===== src/rtl/am386sx_bus_pkg.sv =====
// am386sx_bus_pkg: shared types, control-bit indices and limits for the 386SX bus probe.
package am386sx_bus_pkg;
  typedef enum logic {IDLE = 1'b0, T2 = 1'b1} state_e;
  localparam int MIO = 2;
  localparam int DC = 1;
  localparam int WR = 0;
  localparam int ADDR_W = 24;
  localparam int DATA_W = 16;
  localparam int WAIT_MAX = 15;
  localparam int DROP_MAX = 255;
endpackage


===== src/rtl/bus_cycle_tracker.sv =====
// bus_cycle_tracker: follows 386SX bus cycles from ADS_b to READY_b on CLK2 and
// publishes one record per completed cycle through a single valid/ready register.
module bus_cycle_tracker
  import am386sx_bus_pkg::*;
#(
  parameter int ADDRESS_WIDTH = ADDR_W,
  parameter int DATA_WIDTH = DATA_W,
  parameter int TIMEOUT = 64
) (
  input  logic                     clk2x,
  input  logic                     reset,
  input  logic                     ads_b,
  input  logic                     ready_b,
  input  logic [ADDRESS_WIDTH-1:0] address_i,
  input  logic [DATA_WIDTH-1:0]    data_i,
  input  logic [1:0]               be_b,
  input  logic [2:0]               control,
  input  logic [7:0]               cyc_mask,
  output logic                     rec_valid,
  input  logic                     rec_ready,
  output logic [ADDRESS_WIDTH-1:0] rec_addr,
  output logic [DATA_WIDTH-1:0]    rec_data,
  output logic [1:0]               rec_be,
  output logic [2:0]               rec_ctl,
  output logic [3:0]               rec_wait,
  output logic                     rec_timeout,
  output logic [7:0]               drop_cnt,
  output logic                     busy
);
  localparam logic [7:0] TMO = 8'(TIMEOUT);
  state_e                   state_q, state_d;
  logic                     phase_q, phase_d;
  logic [ADDRESS_WIDTH-1:0] addr_q, addr_d;
  logic [1:0]               be_q, be_d;
  logic [2:0]               ctl_q, ctl_d;
  logic [3:0]               wait_q, wait_d, wait_inc;
  logic [7:0]               tmo_q, tmo_d, tmo_inc;
  logic                     rec_valid_q, rec_valid_d;
  logic [ADDRESS_WIDTH-1:0] rec_addr_q, rec_addr_d;
  logic [DATA_WIDTH-1:0]    rec_data_q, rec_data_d;
  logic [1:0]               rec_be_q, rec_be_d;
  logic [2:0]               rec_ctl_q, rec_ctl_d;
  logic [3:0]               rec_wait_q, rec_wait_d;
  logic                     rec_timeout_q, rec_timeout_d;
  logic [7:0]               drop_q, drop_d;
  logic                     complete, timed_out, keep, load;
  always_comb begin
    state_d = state_q;
    phase_d = ~phase_q;
    addr_d = addr_q;
    be_d = be_q;
    ctl_d = ctl_q;
    wait_d = wait_q;
    tmo_d = tmo_q;
    complete = 1'b0;
    timed_out = 1'b0;
    wait_inc = (wait_q == 4'(WAIT_MAX)) ? wait_q : wait_q + 4'd1;
    tmo_inc = tmo_q + 8'd1;
    // phase_q high means this edge ends a processor clock: the only time the bus is looked at
    if (phase_q && state_q == IDLE && !ads_b) begin
      state_d = T2;
      addr_d = address_i;
      be_d = be_b;
      ctl_d = control;
      wait_d = '0;
      tmo_d = '0;
    end else if (phase_q && state_q == T2 && !ready_b) begin
      complete = 1'b1;
      state_d = IDLE;
    end else if (phase_q && state_q == T2) begin
      wait_d = wait_inc;
      tmo_d = tmo_inc;
      complete = (tmo_inc == TMO);
      timed_out = complete;
      state_d = complete ? IDLE : T2;
    end
    keep = cyc_mask[{ctl_q[MIO], ctl_q[DC], ctl_q[WR]}];
    load = complete && keep && (!rec_valid_q || rec_ready);
    rec_valid_d = load || (rec_valid_q && !rec_ready);
    rec_addr_d = load ? addr_q : rec_addr_q;
    rec_data_d = load ? (timed_out ? '0 : data_i) : rec_data_q;
    rec_be_d = load ? be_q : rec_be_q;
    rec_ctl_d = load ? ctl_q : rec_ctl_q;
    rec_wait_d = load ? (timed_out ? wait_inc : wait_q) : rec_wait_q;
    rec_timeout_d = load ? timed_out : rec_timeout_q;
    drop_d = (complete && keep && !load && drop_q != 8'(DROP_MAX)) ? drop_q + 8'd1 : drop_q;
  end
  always_ff @(posedge clk2x or posedge reset) begin
    if (reset) begin
      state_q <= IDLE;
      phase_q <= 1'b0;
      addr_q <= '0;
      be_q <= '0;
      ctl_q <= '0;
      wait_q <= '0;
      tmo_q <= '0;
      rec_valid_q <= 1'b0;
      rec_addr_q <= '0;
      rec_data_q <= '0;
      rec_be_q <= '0;
      rec_ctl_q <= '0;
      rec_wait_q <= '0;
      rec_timeout_q <= 1'b0;
      drop_q <= '0;
    end else begin
      state_q <= state_d;
      phase_q <= phase_d;
      addr_q <= addr_d;
      be_q <= be_d;
      ctl_q <= ctl_d;
      wait_q <= wait_d;
      tmo_q <= tmo_d;
      rec_valid_q <= rec_valid_d;
      rec_addr_q <= rec_addr_d;
      rec_data_q <= rec_data_d;
      rec_be_q <= rec_be_d;
      rec_ctl_q <= rec_ctl_d;
      rec_wait_q <= rec_wait_d;
      rec_timeout_q <= rec_timeout_d;
      drop_q <= drop_d;
    end
  end
  assign rec_valid = rec_valid_q;
  assign rec_addr = rec_addr_q;
  assign rec_data = rec_data_q;
  assign rec_be = rec_be_q;
  assign rec_ctl = rec_ctl_q;
  assign rec_wait = rec_wait_q;
  assign rec_timeout = rec_timeout_q;
  assign drop_cnt = drop_q;
  assign busy = (state_q == T2);
endmodule


===== config.mk =====
export PLATFORM = sky130hd
export DESIGN_NAME = bus_cycle_tracker
export DESIGN_NICKNAME = d
export VERILOG_FILES = /design/src/rtl/am386sx_bus_pkg.sv /design/src/rtl/bus_cycle_tracker.sv
export SDC_FILE = /design/constraint.sdc
export NUM_CORES = 1
export LEC_CHECK = 0
export BUFFER_PORTS_ARGS = -buffer_cell sky130_fd_sc_hd__buf_2
export CAP_MARGIN = 5
export CORE_AREA = 2 2 102 104
export CTS_CLUSTER_DIAMETER = 100
export CTS_CLUSTER_SIZE = 25
export DETAILED_ROUTE_END_ITERATION = 8
export DIE_AREA = 0 0 104 106
export HOLD_SLACK_MARGIN = 0.15
export PLACE_DENSITY = 0.82
export SYNTH_ARGS = -nofsm -noshare
export SYNTH_HDL_FRONTEND = slang
export SYNTH_SLANG_ARGS = --single-unit

===== constraint.sdc =====
create_clock -name clk2x -period 3.05 [get_ports clk2x]
set_clock_uncertainty 0.05 [all_clocks]
set_input_delay 0.4575 -clock clk2x [delete_from_list [all_inputs] [get_ports clk2x]]
set_output_delay 0.4575 -clock clk2x [all_outputs]
set_load 0.005 [all_outputs]

Word level (Yosys, flattened, before mapping)

Cells that the tools add are included.
W data, S select, Z words.

Bitwise logic cells: 2
Muxes and demuxes: 20
Equal/unequal tests: 4
Add/sub/neg operators: 3
Reductions and logical operators: 19
Order comparisons: 1

Operators with widths:

| kind                  | count |
|---|---|
| $mux W8               | 3 |
| $mux W4               | 5 |
| $add A8 B1 Y8 const B | 2 |
| $mux W16              | 1 |
| $mux W1               | 10 |
| $logic_and A1 B1 Y1   | 9 |
| $eq A8 B7 Y1 const B  | 1 |
| $ne A8 B8 Y1 const B  | 1 |
| $logic_not A1 Y1      | 5 |
| $add A4 B1 Y4 const B | 1 |
| $eq A4 B4 Y1 const B  | 1 |
| $lt A3 B4 Y1 const B  | 1 |
| $bmux W1 S3           | 1 |
| $reduce_bool A3 Y1    | 1 |
| $logic_or A1 B1 Y1    | 2 |
| $ne A2 B2 Y1 const B  | 1 |
| $not A1 Y1            | 2 |
| $reduce_and A2 Y1     | 1 |
| $reduce_bool A2 Y1    | 1 |

Output and inout port bits: 60
Register bits after elaboration: 102
Bits of input ports: 58

Logic depth before layout (Yosys ltp)

Word-level depth: 10
Depth in mapped cells: 9
Gate-level depth less buffers: 7

Worst setup path before layout

Ideal clock, no wire load.

Path kind: register to register
From: register tmo_q[0]
To: register rec_addr_q[0] (netlist: rec_addr[0])
Path slack: 0.760 ns
Required time: 2.875 ns
Path buffers: 1
Library setup time: 0.125 ns
Stages on the path, launching flop included: 8
Arrival time: 2.115 ns
Cells stage by stage: dfrtp_1 -> ha_1 -> o311a_1 -> a21oi_2 -> a21boi_4 -> nor2_8 -> buf_12 -> mux2_4

Word-level cells in the longest chain between the ends: 7

Ends and longest elaborated chain:

| element                          | RTL line                 | RTL |
|---|---|---|
| start: declaration               | bus_cycle_tracker.sv:37  | `logic [7:0] tmo_q, tmo_d, tmo_inc;` |
| start signal: assignment         | bus_cycle_tracker.sv:112 | `tmo_q <= tmo_d;` |
| $add A8 B1 Y8                    | bus_cycle_tracker.sv:58  | `tmo_inc = tmo_q + 8'd1;` |
| $eq A8 B7 Y1                     | bus_cycle_tracker.sv:73  | `complete = (tmo_inc == TMO);` |
| $mux W1                          | bus_cycle_tracker.sv:70  | `end else if (phase_q && state_q == T2) begin` |
| $mux W1                          | bus_cycle_tracker.sv:67  | `end else if (phase_q && state_q == T2 && !ready_b) begin` |
| $mux W1                          | bus_cycle_tracker.sv:60  | `if (phase_q && state_q == IDLE && !ads_b) begin` |
| $logic_and A1 B1 Y1 (2 in a row) | bus_cycle_tracker.sv:78  | `load = complete && keep && (!rec_valid_q \|\| rec_ready);` |
| end signal: assignment           | bus_cycle_tracker.sv:114 | `rec_addr_q <= rec_addr_d;` |
| end: declaration                 | bus_cycle_tracker.sv:39  | `logic [ADDRESS_WIDTH-1:0] rec_addr_q, rec_addr_d;` |

Every way passes these cells.
A chain may end at the register's enable or synchronous reset.

Final worst setup path

From: register tmo_q[0]
To: register rec_addr_q[15] (netlist: rec_addr[15])

Same word-level chain as after synthesis.

==> flow_summary.ini <==
[power]
totalPowerFinal_mw = 4.08
p_leak_nw = 2.67
p_per_area_nw_per_um2 = 739
vdd_drop_max_mv = 0.348

[setup_path]
crit_arrival_ps = 2710
cp.required_ps = 3250
cp_max_fo = 19
worstSetupEndpointType = register
startpoint_type = register
setup.worst_path.class = reg2reg

[clock_tree]
cts_hold_buf = 0
htreeDepth = 3
clk_latency_ps = 360
cts_sinks = 102
clkTransAtPathRegs_ps = 100
cts.repair.resized = 0
ctsLongestPathBuffers = 2
cts_tree = done
post_cts_buffers = 0
cts-buffers-inserted = 9
ctsRootBufferMaster = clkbuf_8

[floorplan]
core-area_um2 = 10000
die_h_um = 106
io_pins = 118
die_area_um2 = 11000
num_rows = 37
die_x_um = 104
start_util_pct = 46.7

[yosys]
ys.flop_type = dfrtp_1
ys_ff_latch = 102
yosysSeqAreaShare_pct = 54.7
syn_area_um2 = 4670
synth_area_leaders = dfrtp_1 (55%), mux2_4 (9.6%), mux2_2 (8.4%)
synth_edf_count = 0
netlist_instances = 350
async_reset_ff_share_pct = 100
synthTopCellsByCount = dfrtp_1 (102), mux2_2 (35), mux2_4 (30), o21ai_0 (30), nand2_1 (25)
syn_avg_cell_area_um2 = 13.3
synth_top_area_share_pct = 54.7
synth_most_common_cell = dfrtp_1
yosysTopAreaCell = dfrtp_1
yosys_warnings = 0
synth_fp_nets = 412
synthDistinctLibCells = 47

[route]
drt_iter0_drc = 104
viasPerCell = 5.24
wl_mm = 9.33
drtPass1Iterations = 5
drtAntennaViolNets = 0
num_vias = 3175
avgRoutedWirePerCell_um = 15.4
drc = 0

[global_route]
overflow = 0
grt_pass1_wl_mm = 15.3
antenna_found_initial = 0
grt_pass1_vias = 3116
grt_max_degree = 67
track_usage_pct = 17.2

[placement]
place_hpwl_mm = 6.76
portBuffers = 117
globalplace.congestion = 0.821
dpl.cell_count = 590

[timing]
slew_headroom_pct = 47.2
fmax_mhz = 397
setup_viol = 0
fin_tns_setup_ps = 0
post-route-min-period_ps = 2520
hold_viol = 0
final.period_utilization_pct = 82.6
tightest_slew_ps = 790
rsz0062_at_grt = false
drv_slew = 0

[job]
drv_cap = 0

[final_layout]
fin_util_pct = 55.2
drive_gt1_share_pct = 46.8
antenna_cells = 0
syn2layout_area_growth_pct = 18.2
fin_cells = 606
nNetsFinal = 527

[min_path]
hold_class = in2async

[run_status]
status = complete, no violations
## where the power goes
| group | leakage [nW] | internal (mW) | total (mW) | switching, mW |
|---|---|---|---|---|
| Sequential | 1.26 | 1.78 | 2.06 | 0.274 |
| Combinational | 1.32 | 0.741 | 1.24 | 0.498 |
| Clock | 0.0919 | 0.307 | 0.786 | 0.479 |
## per-stage QoR
step                hold WS [ps]  setup slack (ps)  area (um2)
detailed placement           438               558        5340
CTS                          182               542        5520
finish                       169               532        5520
global placement             432               614        5340
floorplan                    399               760        4670
global route                 202               400        5520
## per-layer routing
layer  share of wire [%]  vias up  routed length, um  track usage (%)
li1                    -     1497                  -                -
met1                  43     1562               4020             22.1
met2                  50      104               4690             29.2
met3                 5.2       12                482             3.68
met4                 1.4        0                134             5.31
met5                   0        -                  0                0
## kinds of logic (layout without fill, tap and decap cells)
kind of cell / count (synthesis) / in the layout / share of synthesized area (%)
adder cells (fa/ha/maj): 4 / 4 / 1.07
flip-flops: 102 / 102 / 54.7
AO/OA/AOI/OAI: 67 / 67 / 10.3
multiplexers: 71 / 71 / 19.4
AND/OR/NAND/NOR: 72 / 72 / 9.08
XOR/XNOR: 9 / 9 / 1.69
buffers and inverters: 25 / 145 / 3.75
## flip-flops by register name, summed over array words and instances, names as in the netlist
register     cells
tmo_q            8
rec_be           2
busy             1
rec_ctl          3
rec_data        16
rec_valid        1
rec_wait         4
drop_cnt         8
addr_q          24
rec_timeout      1
ctl_q            3
wait_q           4
rec_addr        24
be_q             2
phase_q          1
## placed cells by master (no fill, tap or decap), types with 2 or more instances in the layout
cell	instances
nor4_2	2
buf_2	117
ha_1	4
nand3_1	11
o31ai_1	20
a21oi_1	3
nand2_1	25
nand4_1	5
buf_4	6
nor4_1	3
mux2_1	2
dfrtp_1	102
inv_6	2
and2_1	3
a31oi_1	2
a22o_1	3
mux2_4	30
and3_1	3
xnor2_1	2
o21ai_0	30
inv_1	4
nor2b_1	2
nand2b_1	3
clkinv_2	2
xor2_1	7
nor3_2	2
nor2_1	6
mux2i_1	4
mux2_2	35
clkinvlp_4	2
clkbuf_8	9
## cell type report
cell class | count | area, um2
Multi-Input combinational cell | 223 | 1950
Timing Repair Buffer | 124 | 651
Clock buffer | 9 | 124
Fill cell | 868 | 4480
Inverter | 5 | 22.5
Clock inverter | 7 | 55.1
Tap cell | 136 | 170
Sequential cell | 102 | 2550
## critical path, stage by stage (launching register included)
cell and delay [ps]:
dfrtp_1 460, ha_1 340, o311a_1 330, a21oi_2 270, a21boi_4 140, nor2_8 130, buf_4 340, mux2_4 330
## path summary, 6_finish.rpt
check	startpoint	endpoint	slack (ps)	cells after the start
max in group asynchronous	reset	tmo_q[1]	1990	3
worst max register to register	tmo_q[0]	rec_addr[15]	530	7
min in group clk2x	control[1]	ctl_q[1]	260	3
worst max-delay path	tmo_q[0]	rec_addr[15]	530	7
worst min register to register	addr_q[13]	rec_addr[13]	440	1
worst min-delay path	reset	addr_q[4]	170	2
No activity file was read; power rests on OpenSTA's default activity.
